<file path="src/rtl/mem_ctrl_pkg.sv">
// Shared encodings for the IF/MEM to byte-wide RAM/IO bus arbiter.
package mem_ctrl_pkg;

  localparam logic [1:0]  LEN_BYTE  = 2'b00;
  localparam logic [1:0]  LEN_HALF  = 2'b01;
  localparam logic [31:0] ZERO_WORD = '0;

  typedef enum logic [1:0] {
    S_IDLE,
    S_READ,
    S_WRITE,
    S_IO_WAIT
  } state_t;

  typedef enum logic {
    OWN_IF,
    OWN_MEM
  } owner_t;

  // Index of the final byte of an access (N-1); code 11 is treated as a word.
  function automatic logic [1:0] last_byte(input logic [1:0] len);
    case (len)
      LEN_BYTE: return 2'd0;
      LEN_HALF: return 2'd1;
      default:  return 2'd3;
    endcase
  endfunction

endpackage

</file>
<file path="src/rtl/mem_ctrl.sv">
// Arbitrates IF fetches and MEM loads/stores onto an 8-bit RAM/IO bus,
// serialising each access into byte transfers and assembling reads little-endian.
module mem_ctrl
  import mem_ctrl_pkg::*;
#(
  parameter int unsigned ADDR_W = 32,
  parameter logic [1:0]  IO_HI  = 2'b11
) (
  input  logic              clk,
  input  logic              rst,
  input  logic              rdy,
  input  logic              if_enable,
  input  logic [ADDR_W-1:0] if_addr,
  input  logic              if_clear,
  output logic              if_finished,
  output logic [31:0]       if_inst,
  output logic              if_busy,
  input  logic              mem_enable,
  input  logic              mem_wr,
  input  logic [ADDR_W-1:0] mem_addr,
  input  logic [1:0]        mem_len,
  input  logic [31:0]       mem_wdata,
  output logic              mem_finished,
  output logic [31:0]       mem_rdata,
  output logic              mem_busy,
  input  logic [7:0]        ram_din,
  output logic [7:0]        ram_dout,
  output logic [ADDR_W-1:0] ram_a,
  output logic              ram_wr,
  input  logic              io_buffer_full
);

  state_t            state, state_n;
  owner_t            owner, owner_n;
  logic [1:0]        cnt, cnt_n, last, last_n, cnt_inc;
  logic [ADDR_W-1:0] ram_a_n;
  logic              wr_q, wr_n;
  logic [7:0]        dout_n;
  logic [31:0]       wdata, wdata_n, data, data_n, merged;
  logic [31:0]       if_inst_n, mem_rdata_n;
  logic              if_fin_n, mem_fin_n;

  assign cnt_inc = cnt + 2'd1;
  // Data word including the byte arriving on ram_din this cycle.
  assign merged  = data | ({24'd0, ram_din} << {cnt, 3'b000});

  // A stall suppresses the write strobe; the frozen state re-issues the byte later.
  assign ram_wr   = wr_q & rdy;
  assign if_busy  = (state != S_IDLE) && (owner == OWN_IF);
  assign mem_busy = ((state != S_IDLE) && (owner == OWN_MEM)) || mem_enable;

  always_comb begin
    state_n     = state;
    owner_n     = owner;
    cnt_n       = cnt;
    last_n      = last;
    ram_a_n     = ram_a;
    wr_n        = 1'b0;
    dout_n      = ram_dout;
    wdata_n     = wdata;
    data_n      = data;
    if_inst_n   = if_inst;
    mem_rdata_n = mem_rdata;
    if_fin_n    = 1'b0;
    mem_fin_n   = 1'b0;

    case (state)
      S_IDLE: begin
        if (mem_enable) begin
          owner_n = OWN_MEM;
          cnt_n   = '0;
          last_n  = last_byte(mem_len);
          ram_a_n = mem_addr;
          data_n  = '0;
          if (mem_wr) begin
            wdata_n = mem_wdata;
            if ((mem_addr[17:16] == IO_HI) && io_buffer_full) begin
              state_n = S_IO_WAIT;
            end else begin
              state_n = S_WRITE;
              wr_n    = 1'b1;
              dout_n  = mem_wdata[7:0];
            end
          end else begin
            state_n = S_READ;
          end
        end else if (if_enable && !if_clear) begin
          owner_n = OWN_IF;
          cnt_n   = '0;
          last_n  = 2'd3;
          ram_a_n = if_addr;
          data_n  = '0;
          state_n = S_READ;
        end
      end

      S_READ: begin
        if ((owner == OWN_IF) && if_clear) begin
          state_n = S_IDLE;
        end else begin
          data_n = merged;
          if (cnt == last) begin
            state_n = S_IDLE;
            if (owner == OWN_IF) begin
              if_fin_n  = 1'b1;
              if_inst_n = merged;
            end else begin
              mem_fin_n   = 1'b1;
              mem_rdata_n = merged;
            end
          end else begin
            cnt_n   = cnt_inc;
            ram_a_n = ram_a + ADDR_W'(1);
          end
        end
      end

      S_WRITE: begin
        if (cnt == last) begin
          state_n   = S_IDLE;
          mem_fin_n = 1'b1;
        end else begin
          cnt_n   = cnt_inc;
          ram_a_n = ram_a + ADDR_W'(1);
          wr_n    = 1'b1;
          dout_n  = wdata[{cnt_inc, 3'b000} +: 8];
        end
      end

      S_IO_WAIT: begin
        // ram_a already holds the start address; release behaves as a fresh write start.
        if (!io_buffer_full) begin
          state_n = S_WRITE;
          wr_n    = 1'b1;
          dout_n  = wdata[7:0];
        end
      end

      default: state_n = S_IDLE;
    endcase
  end

  always_ff @(posedge clk or negedge rst) begin
    if (!rst) begin
      state        <= S_IDLE;
      owner        <= OWN_IF;
      cnt          <= '0;
      last         <= '0;
      ram_a        <= '0;
      wr_q         <= 1'b0;
      ram_dout     <= '0;
      wdata        <= ZERO_WORD;
      data         <= ZERO_WORD;
      if_inst      <= ZERO_WORD;
      mem_rdata    <= ZERO_WORD;
      if_finished  <= 1'b0;
      mem_finished <= 1'b0;
    end else if (rdy) begin
      state        <= state_n;
      owner        <= owner_n;
      cnt          <= cnt_n;
      last         <= last_n;
      ram_a        <= ram_a_n;
      wr_q         <= wr_n;
      ram_dout     <= dout_n;
      wdata        <= wdata_n;
      data         <= data_n;
      if_inst      <= if_inst_n;
      mem_rdata    <= mem_rdata_n;
      if_finished  <= if_fin_n;
      mem_finished <= mem_fin_n;
    end
  end

endmodule

</file>
<file path="config.mk">
export PLATFORM = sky130hd
export DESIGN_NAME = mem_ctrl
export DESIGN_NICKNAME = d
export VERILOG_FILES = /design/src/rtl/mem_ctrl_pkg.sv /design/src/rtl/mem_ctrl.sv
export SDC_FILE = /design/constraint.sdc
export NUM_CORES = 1
export LEC_CHECK = 0
export BUFFER_PORTS_ARGS = -buffer_cell sky130_fd_sc_hd__buf_2
export CORE_MARGIN = 5
export CORE_UTILIZATION = 41
export DETAILED_ROUTE_END_ITERATION = 8
export PLACE_DENSITY_LB_ADDON = 0.2
export SLEW_MARGIN = 20
export SYNTH_ARGS = -nofsm -noshare
export SYNTH_HDL_FRONTEND = slang
export SYNTH_SLANG_ARGS = --single-unit
</file>
<file path="constraint.sdc">
create_clock -name clk -period 3.2 [get_ports clk]
set_input_delay 0.48 -clock clk [delete_from_list [all_inputs] [get_ports clk]]
set_output_delay 0.48 -clock clk [all_outputs]
set_load 0.02 [all_outputs]
</file>
==> flow_results.org <==
** Run status
- The run finished with clean final reports.

** Final layout
- 0 antenna diodes ended up in the layout.
- The area growth from synthesis to layout is 22.5%.
- The multi-input combinational cells in the finished layout cover a total of slightly below 0.004 mm^2.
- The top cell types in the final layout, fill and taps aside, are sky130_fd_sc_hd__buf_2 (221), sky130_fd_sc_hd__dfrtp_1 (178), sky130_fd_sc_hd__nand2_1 (124), sky130_fd_sc_hd__a21oi_1 (97), sky130_fd_sc_hd__o21ai_0 (86).
- Final design utilization :: roughly half
- After filler insertion, the fill cell instance count of the layout stands at between 2000 and 2500.
- Commonest non-fill, non-tap cell in the layout :: sky130_fd_sc_hd__buf_2
- With fillers left out, the area of the finished cells amounts to about 0.011 mm^2.
- Fin nets :: between 1000 and 1500
- FF/Latch Area :: roughly 0.0045 mm^2
- Proportion of layout cells with a drive suffix above 1 :: approximately 32%

** Routing
- For this run, design rule violations remaining after detail routing come to 0.
- The pre-antenna-repair detailed-routing pass consisted of 5 iterations.
- Summing over every cut layer, the via total after detailed routing is ~7400.
- After detailed routing, the total wire length is roughly 24000 um.
- In the routed layout, each cell is associated on average with a via count of 5.43.
- After detailed routing, the average wire length per cell comes to 18.0 um.
- The detail route stage leaves a number of antenna-violating nets equal to 0.
- First-iteration detailed-routing DRC count :: roughly 480

** Timing
- For the final database, setup skew stands at about 0.0083 ns.
- At the pin with the least slew margin, the transition time is just under 0.9 ns.
- Setup repair after global routing left no endpoint under its margin.
- In this run the tightest slew margin relative to its limit is between 30% and 40%.
- Of the available clock period, the critical path in the final layout requires between 80% and 90%.
- The number of hold violations in the final report was 0.
- Derived from the worst setup path, the maximum achievable clock frequency is roughly 0.38 GHz.
- Setup Total Neg Slack :: 0 ns
- The final-report max-slew violation count is 0.
- Final setup violating endpoints :: 0
- Subtracting the final worst setup slack from the clock period gives roughly 2.6 ns.

** Synthesis
- Summing every instance area after synthesis gives 0.00861 mm^2.
- Proportion of register bits with asynchronous set or reset after synthesis :: 100%
- The share of the Yosys chip area taken by registers is approximately half.
- After synthesis the netlist holds a flip-flop and latch count of roughly 180.
- Each instance of the synthesized netlist takes up on average 9.86 um^2.
- In the post-synthesis netlist, the biggest area contributors are sky130_fd_sc_hd__dfrtp_1 (52%), sky130_fd_sc_hd__mux2_2 (7.1%), sky130_fd_sc_hd__a21oi_1 (5.6%).
- Number of synthesized flops with an enable pin :: 0
- Synth Flop Type :: sky130_fd_sc_hd__dfrtp_1
- Cell taking the most area after synthesis :: sky130_fd_sc_hd__dfrtp_1
- Top-area cell type share of the netlist area :: 51.7%
- Synth cell types :: 64
- Yosys printed 0 warnings.
- Synthesis handed over a netlist of between 800 and 900 instances.
- Synthesized netlist net count :: about 1000

** Placed design
- The placed instances occupy a cell area of 0.00996 mm^2.
- Dpl hpwl :: about 18000 um
- At the end of routability-driven placement, the weighted congestion stood at ~0.9.
- The count of buffers added on input and output ports is 222.

** Floorplanning
- Row count :: 53
- The die covers 0.0240 mm^2.
- The total area inside the core boundary comes to between 0.02 and 0.025 mm^2.
- For this configuration, the core starts out at a cell density of 41.4%.
- From bottom edge to top edge, the die measures approximately 150 um.
- The floorplan step set the die width to between 150 and 200 um.
- For this design the top-level I/O count stands at ~220.

** Clock tree
- Clock-pin slew on the worst setup and hold paths :: roughly 0.080 ns
- The clock passes through at most 2 buffers.
- At the later pin of the worst-skew pair, clock insertion delay measures approximately 0.43 ns.
- Buffers inserted during clock tree synthesis total 17.
- Hold buffer count at cts :: 0
- CTS placed an instance of sky130_fd_sc_hd__clkbuf_16 at the clock tree root.
- CTS resizes :: 0
- Buffers inserted during post-CTS setup optimization :: 0
- Counting every sink on the clock net gives around 180.
- CTS H-tree lvls :: 4
- TritonCTS built the clock tree.

** Global routing
- Wire length of the first global-routing pass :: 38700 um
- Number of antenna violations at the first check in global routing :: 0
- Met3 Resource Use GR :: between 4 and 5%
- All-Layer GR Usage :: ~20%
- Grt peak-use layer :: met2
- Met1 track demand over resource :: 27.7%
- Entering global routing, the biggest net connects 66 pins.
- The number of global-route vias before repair is between 7000 and 8000.
- Global routing usage on met2 :: a little under a third
- Global routing finished with a remaining overflow of 0.

** Power and ir drop
- Static leakage power :: between 4 and 5 nW
- Across the VDD grid, the largest voltage drop is approximately 0.44 mV.
- Areal power density over the cells :: approximately 1000 mW/mm^2

** Worst setup path
- CP Capture Type :: flip-flop
- By startpoint and endpoint, the worst setup path is classified as reg2reg.
- Counting both buffers and inverters, the worst setup path holds a total of 0.
- Delay of the slowest cell on the worst path :: 0.76 ns
- The kind of cell with the highest combined delay along the critical path is simple AND/OR/NAND/NOR gates.
- Critical Path, Cell by Cell :: ha_1, nand3b_1, o211ai_1, or3_1, a21o_1, a211o_1
- Nature of the critical path startpoint :: flip-flop
- Among all stages on the critical path, the largest delay is contributed by sky130_fd_sc_hd__or3_1.
- Data on the critical path is required at its endpoint by roughly 3.5 ns.
- Data arrives at the worst endpoint at a little under 3 ns.
- In this run the worst path has a maximum fanout of 20.

** Job
- Across the run, the number of max-cap violations was 0.

** Min path
- In this run the worst hold path is classified as in2async.
==> synth_stat cells (7+ instances only) <==
library cell,number
sky130_fd_sc_hd__o31ai_1,7
sky130_fd_sc_hd__nor3_1,12
sky130_fd_sc_hd__a22oi_1,11
sky130_fd_sc_hd__o22ai_1,11
sky130_fd_sc_hd__o21ai_0,86
sky130_fd_sc_hd__dfrtp_1,178
sky130_fd_sc_hd__nand4_1,11
sky130_fd_sc_hd__clkbuf_2,8
sky130_fd_sc_hd__inv_1,7
sky130_fd_sc_hd__nand2_1,124
sky130_fd_sc_hd__a211oi_1,8
sky130_fd_sc_hd__a21oi_1,97
sky130_fd_sc_hd__nand3_1,20
sky130_fd_sc_hd__buf_2,7
sky130_fd_sc_hd__nor2_1,57
sky130_fd_sc_hd__mux2_2,54
sky130_fd_sc_hd__mux2i_1,11
sky130_fd_sc_hd__mux4_2,8
sky130_fd_sc_hd__clkbuf_1,42
sky130_fd_sc_hd__nor2b_1,11
==> kinds of logic (layout without fill, tap and decap cells) <==
family                     after synthesis  count (layout)  share of synthesized area [%]
muxes                                   73              73                           10.4
xor gates and xnor gates                 5               5                          0.508
buffers and inverters                   73             280                           3.66
adders and majority gates                6               6                          0.871
AOI/OAI and AO/OA                      269             269                           18.3
DFF                                    178             178                           51.7
and+or+nand+nor                        270             270                           14.5
==> routing by layer <==
metal | wire length [um] | vias to the layer above
met1 | 10800 | 3562
met2 | 11500 | 243
li1 | - | 3527
met3 | 1730 | 26
met5 | 0 | -
met4 | 338 | 0
==> stage by stage <==
step                      total power, mW  cells  setup WS (ns)  hold WS [ns]
after global placement               8.63   1324          0.654         0.458
after detailed placement             8.73   1324          0.579         0.464
after floorplan                      7.15    874           1.04         0.184
after global routing                 11.6   1356          0.409        0.0612
after CTS                            10.8   1356          0.573        0.0400
final                                10.7   1356          0.587        0.0190
==> flip-flops by register name, indices dropped and copies added, names as in the netlist <==
name          cells
owner             1
state             2
wr_q              1
last              2
cnt               2
ram_dout          8
wdata            32
ram_a            32
mem_finished      1
data             32
if_finished       1
if_inst          32
mem_rdata        32
==> worst paths after layout <==
check	startpoint	endpoint	slack, ns	depth (start not counted)
worst min-delay path	rst	ram_dout[2]	0.02	1
max in group asynchronous	rst	data[10]	2.38	2
worst max register to register	state[0]	ram_a[21]	0.59	6
worst max-delay path	state[0]	ram_a[21]	0.59	6
min in group clk	mem_wdata[10]	wdata[10]	0.28	2
worst min register to register	if_inst[31]	if_inst[31]	0.48	2
==> where the power goes <==
part	leakage, nW	switching [mW]	internal, mW
Clock	0.288	0.997	1.08
Sequential	2.26	0.737	3.19
Combinational	2.42	2.93	1.82
==> area by class of cell <==
class	instances	share of cell area, %
clock buffers	19	4.29
clock inverters	13	1.30
inverters	9	0.320
multi-input cells	623	36.6
flip-flops and latches	178	42.2
well taps	275	3.26
repair buffers	239	12.0
Note: power is estimated with default switching activity, not from simulation.
